File: src/rtl/cla_add_scheduler_pkg.sv
// Shared types and constants for the time-multiplexed carry-lookahead adder.
// Imported by cla6_slice and cla_add_scheduler.
package cla_sched_pkg;

    localparam int SLICE_W = 6;

    typedef enum logic [1:0] {
        IDLE = 2'd0,
        RUN  = 2'd1,
        DONE = 2'd2
    } state_t;

    typedef logic req_id_t;

endpackage

File: src/rtl/cla_add_scheduler_cla6_slice.sv
// Combinational 6-bit carry-lookahead slice.
// Every carry is expanded from generate/propagate terms, so there is no ripple chain.
module cla6_slice
    import cla_sched_pkg::*;
(
    input  logic [SLICE_W-1:0] a,
    input  logic [SLICE_W-1:0] b,
    input  logic               cin,
    output logic [SLICE_W-1:0] sum,
    output logic               cout,
    output logic               c5
);

    logic [SLICE_W-1:0] p;
    logic [SLICE_W-1:0] g;
    logic [SLICE_W:0]   c;

    assign p = a ^ b;
    assign g = a & b;

    // Lookahead carries: c(i+1) = g(i) | p(i)g(i-1) | ... | p(i..0)cin
    always_comb begin
        logic acc;
        logic pp;
        c    = '0;
        acc  = 1'b0;
        pp   = 1'b0;
        c[0] = cin;
        for (int i = 0; i < SLICE_W; i++) begin
            acc = g[i];
            pp  = p[i];
            for (int j = i - 1; j >= 0; j--) begin
                acc = acc | (pp & g[j]);
                pp  = pp & p[j];
            end
            c[i+1] = acc | (pp & cin);
        end
    end

    assign sum  = p ^ c[SLICE_W-1:0];
    assign cout = c[SLICE_W];
    assign c5   = c[SLICE_W-1];

endmodule

File: src/rtl/cla_add_scheduler.sv
// Two-port round-robin scheduler sharing one 6-bit CLA slice, LSB slice first.
// Define CLA_SCHED_OVF_EN to add the registered signed-overflow output rsp_ovf.
module cla_add_scheduler
    import cla_sched_pkg::*;
#(
    parameter int NUM_SLICES = 4
) (
    input  logic                          clk,
    input  logic                          rst,
    input  logic                          req0_valid,
    output logic                          req0_ready,
    input  logic [SLICE_W*NUM_SLICES-1:0] req0_a,
    input  logic [SLICE_W*NUM_SLICES-1:0] req0_b,
    input  logic                          req0_cin,
    input  logic                          req1_valid,
    output logic                          req1_ready,
    input  logic [SLICE_W*NUM_SLICES-1:0] req1_a,
    input  logic [SLICE_W*NUM_SLICES-1:0] req1_b,
    input  logic                          req1_cin,
    output logic                          rsp_valid,
    input  logic                          rsp_ready,
    output logic [SLICE_W*NUM_SLICES-1:0] rsp_sum,
    output logic                          rsp_cout,
    output logic                          rsp_id,
`ifdef CLA_SCHED_OVF_EN
    output logic                          rsp_ovf,
`endif
    output logic                          busy
);

    localparam int W  = SLICE_W * NUM_SLICES;
    localparam int KW = (NUM_SLICES > 1) ? $clog2(NUM_SLICES) : 1;
    localparam logic [KW-1:0] K_LAST = KW'(NUM_SLICES - 1);

    state_t        state;
    logic [KW-1:0] k;
    logic          carry_reg;
    req_id_t       last_grant;
    req_id_t       id_q;
    logic [W-1:0]  a_q;
    logic [W-1:0]  b_q;

    logic               grant0;
    logic               grant1;
    logic [SLICE_W-1:0] sl_a;
    logic [SLICE_W-1:0] sl_b;
    logic [SLICE_W-1:0] sl_sum;
    logic               sl_cout;

    // Round-robin winner: the sole requester, or on a tie the one not served last
    always_comb begin
        grant0 = 1'b0;
        grant1 = 1'b0;
        if (state == IDLE) begin
            grant0 = req0_valid && (!req1_valid || last_grant == 1'b1);
            grant1 = req1_valid && (!req0_valid || last_grant == 1'b0);
        end
    end

    assign req0_ready = !rst && grant0;
    assign req1_ready = !rst && grant1;
    assign rsp_valid  = (state == DONE);
    assign busy       = (state != IDLE);

    assign sl_a = a_q[int'(k)*SLICE_W +: SLICE_W];
    assign sl_b = b_q[int'(k)*SLICE_W +: SLICE_W];

`ifdef CLA_SCHED_OVF_EN
    logic sl_c5;

    cla6_slice u_slice (
        .a    (sl_a),
        .b    (sl_b),
        .cin  (carry_reg),
        .sum  (sl_sum),
        .cout (sl_cout),
        .c5   (sl_c5)
    );

    // Overflow is captured together with the final carry out
    always_ff @(posedge clk) begin
        if (rst) begin
            rsp_ovf <= 1'b0;
        end else if (state == RUN && k == K_LAST) begin
            rsp_ovf <= sl_c5 ^ sl_cout;
        end
    end
`else
    cla6_slice u_slice (
        .a    (sl_a),
        .b    (sl_b),
        .cin  (carry_reg),
        .sum  (sl_sum),
        .cout (sl_cout),
        .c5   ()
    );
`endif

    // Control FSM, operand capture and per-slice result accumulation
    always_ff @(posedge clk) begin
        if (rst) begin
            state      <= IDLE;
            k          <= '0;
            carry_reg  <= 1'b0;
            last_grant <= 1'b1;
            id_q       <= 1'b0;
            a_q        <= '0;
            b_q        <= '0;
            rsp_sum    <= '0;
            rsp_cout   <= 1'b0;
            rsp_id     <= 1'b0;
        end else begin
            unique case (state)
                IDLE: begin
                    if (grant0) begin
                        a_q        <= req0_a;
                        b_q        <= req0_b;
                        carry_reg  <= req0_cin;
                        id_q       <= 1'b0;
                        last_grant <= 1'b0;
                        k          <= '0;
                        state      <= RUN;
                    end else if (grant1) begin
                        a_q        <= req1_a;
                        b_q        <= req1_b;
                        carry_reg  <= req1_cin;
                        id_q       <= 1'b1;
                        last_grant <= 1'b1;
                        k          <= '0;
                        state      <= RUN;
                    end
                end
                RUN: begin
                    rsp_sum[int'(k)*SLICE_W +: SLICE_W] <= sl_sum;
                    carry_reg <= sl_cout;
                    if (k == K_LAST) begin
                        k        <= '0;
                        rsp_cout <= sl_cout;
                        rsp_id   <= id_q;
                        state    <= DONE;
                    end else begin
                        k <= k + KW'(1);
                    end
                end
                DONE: begin
                    if (rsp_ready) begin
                        state <= IDLE;
                    end
                end
                default: begin
                    state <= IDLE;
                end
            endcase
        end
    end

endmodule

File: config.mk
export PLATFORM = sky130hd
export DESIGN_NAME = cla_add_scheduler
export DESIGN_NICKNAME = d
export VERILOG_FILES = /design/src/rtl/cla_add_scheduler_pkg.sv /design/src/rtl/cla_add_scheduler_cla6_slice.sv /design/src/rtl/cla_add_scheduler.sv
export SDC_FILE = /design/constraint.sdc
export NUM_CORES = 1
export LEC_CHECK = 0
export ABC_CLOCK_PERIOD_IN_PS = 5900
export BUFFER_PORTS_ARGS = -buffer_cell sky130_fd_sc_hd__clkbuf_2
export CORE_AREA = 2 2 160 84
export CTS_BUF_LIST = sky130_fd_sc_hd__clkbuf_16
export CTS_CLUSTER_SIZE = 8
export DETAILED_ROUTE_END_ITERATION = 16
export DIE_AREA = 0 0 162 86
export PLACE_DENSITY = 0.68
export SYNTH_ARGS = -nofsm -noshare
export SYNTH_HDL_FRONTEND = slang
export SYNTH_HIERARCHICAL = 1
export SYNTH_SLANG_ARGS = --single-unit
File: constraint.sdc
create_clock -name clk -period 5.9 [get_ports clk]
set_input_delay 0.59 -clock clk [delete_from_list [all_inputs] [get_ports clk]]
set_output_delay 0.59 -clock clk [all_outputs]
set_load 0.1 [all_outputs]
==> metrics.txt <==
outcome=completed; cts hold-fix bufs=0; Synth-to-Final Area Change=21.9%; layout cell share with drive strength beyond 1=30.3%; Final Wtd Congestion=0.857; Core ar.=0.0124 mm^2; total number of vias=3743; IO Pins=133; via count of the first global-routing pass=3580; Worst Setup Start Kind=register; register area=0.00162 mm^2; Slew HR=35.3%; reg-to-reg critical path endpoint=rsp_sum[22]; DRC=0; Worst-Margin Slew=0.970 ns; skew final=0.00458 ns; clock sink total=81; r2r setup slk=1.96 ns; final slew viol count=0; dpl hpwl=9.24 mm; r2r startpoint=k[0]; LEAKAGE=2.40 nW; DP Worst Slack=2.05 ns; layout net count=668; grt ovf=0; setup tns final=0 ns; hold path depth=2; WHS Endpoint=rsp_cout; Syn Nets=555; HP Class=register to register; clock-pin slew on the worst setup and hold paths=0.06 ns; Initial Utilization=34.6%; fill count=1265; final worst slack=1.96 ns; CP required=6.13 ns; placed inst area=0.00499 mm^2; Crit Path Category=register to register; first-pass GRT wire length=19.1 mm; post-layout instance area=0.00524 mm^2; largest net degree at the start of global routing=101; gr usage total=17.6%; PwrDens=288 mW/mm^2; fmax=254 MHz; DRT Pass-1 Iters=5; Clock Path Buffers=2; post-CTS setup buffer count=0; routed len/inst=16.4 um; Top Registers=a_q: 24 flops, b_q: 24 flops, rsp_sum: 24 flops; DR vias/cell=5.16; FP Rows=29; final wirelength=11.9 mm; RSZ-0062 raised after global routing=false; post-layout minimum cycle time=3.94 ns; CTS tree=built; post-route clock period utilization=66.7%; WP data arrival=4.17 ns; worst hold start=rsp_cout; Mapped Cells=439; syn_area_per_cell=9.78 um^2; DR iter-0 viols=201; Final Hold Vio Count=0; Multi-input gate area=0.00245 mm^2; Reg2Reg Depth=10; H-tree depth=3; Die Ht=86 um; maximum VDD drop=0.126 mV; CTS Buf Count=9; antenna-violating nets left=0; max cap viols=0; ANT cells=0; Die Span X=162 um; number of port buffers=132; Resized cells post-CTS=0; Setup-failing EPs final=0; Worst setup EP type=register; initial antenna violation count=0; Max Fanout on Critical Path=17; clk root buf=clkbuf_16; yosys warns=6; Cell Area, Synth=0.00429 mm^2; die area=0.0139 mm^2; clock latency on the worst-skew pair=0.33 ns
## layout make-up
cell class	instances	area share [%]
sequential	81	31.0
inverter	9	0.645
multi-input combinational	317	46.7
clock inverter	5	0.382
tap	170	4.06
clock buffer	9	4.30
timing repair buffer	134	12.9
## worst max-delay path, cell delays in order, from the launching register on
cell	delay, ns
dfxtp_1	0.70
buf_4	0.38
mux4_2	0.56
ha_1	0.37
o21a_1	0.23
a21oi_1	0.12
o311ai_0	0.74
nand2b_1	0.11
o21ai_1	0.15
a32oi_1	0.12
o41ai_2	0.35
## layer usage
metal	share of wire [%]	global-route usage, %
met1	53	26.4
met2	38	23.5
met3	9.1	6.77
met4	0.21	3.14
met5	0	0
## worst max path at each step
stage | from | end | depth (start not counted)
final | k[0] | rsp_sum[22] | 10
after global routing | k[0] | rsp_sum[14] | 10
after CTS | k[0] | rsp_sum[22] | 10
after detailed placement | k[0] | rsp_sum[22] | 10
after global placement | k[0] | rsp_sum[22] | 10
after floorplan | k[0] | rsp_sum[18] | 11
## cell usage in the layout, fill, tap and decap left out, drive strengths merged, types with 3 or more instances in the layout
master,n
nand3b,6
nor2,75
nand2,14
nor4,3
a32oi,4
a21oi,13
nor3,4
nand2b,6
mux4,12
dfxtp,81
ha,12
o21ai,9
inv,13
a22o,4
nand4,3
nand3,5
a211oi,51
clkbuf,141
o21a,3
mux2i,53
a22oi,11
## stage by stage
| step | power, mW | cells | utilization (%) | hold WS [ns] |
|---|---|---|---|---|
| floorplan | 0.935 | 439 | - | 0.432 |
| global placement | 1.04 | 711 | 40.2 | 0.451 |
| detailed placement | 1.04 | 711 | 40.2 | 0.454 |
| CTS | 1.52 | 725 | 42.2 | 0.462 |
| global route | 1.59 | 725 | 42.2 | 0.485 |
| finish | 1.51 | 725 | 42.2 | 0.462 |
## power breakdown
part / leakage (nW) / total [mW] / switching (mW) / internal, mW
clock: 0.136 / 0.475 / 0.202 / 0.273
sequential: 0.667 / 0.628 / 0.0369 / 0.591
combinational: 1.60 / 0.404 / 0.243 / 0.161
No activity file was read; power rests on OpenSTA's default activity.
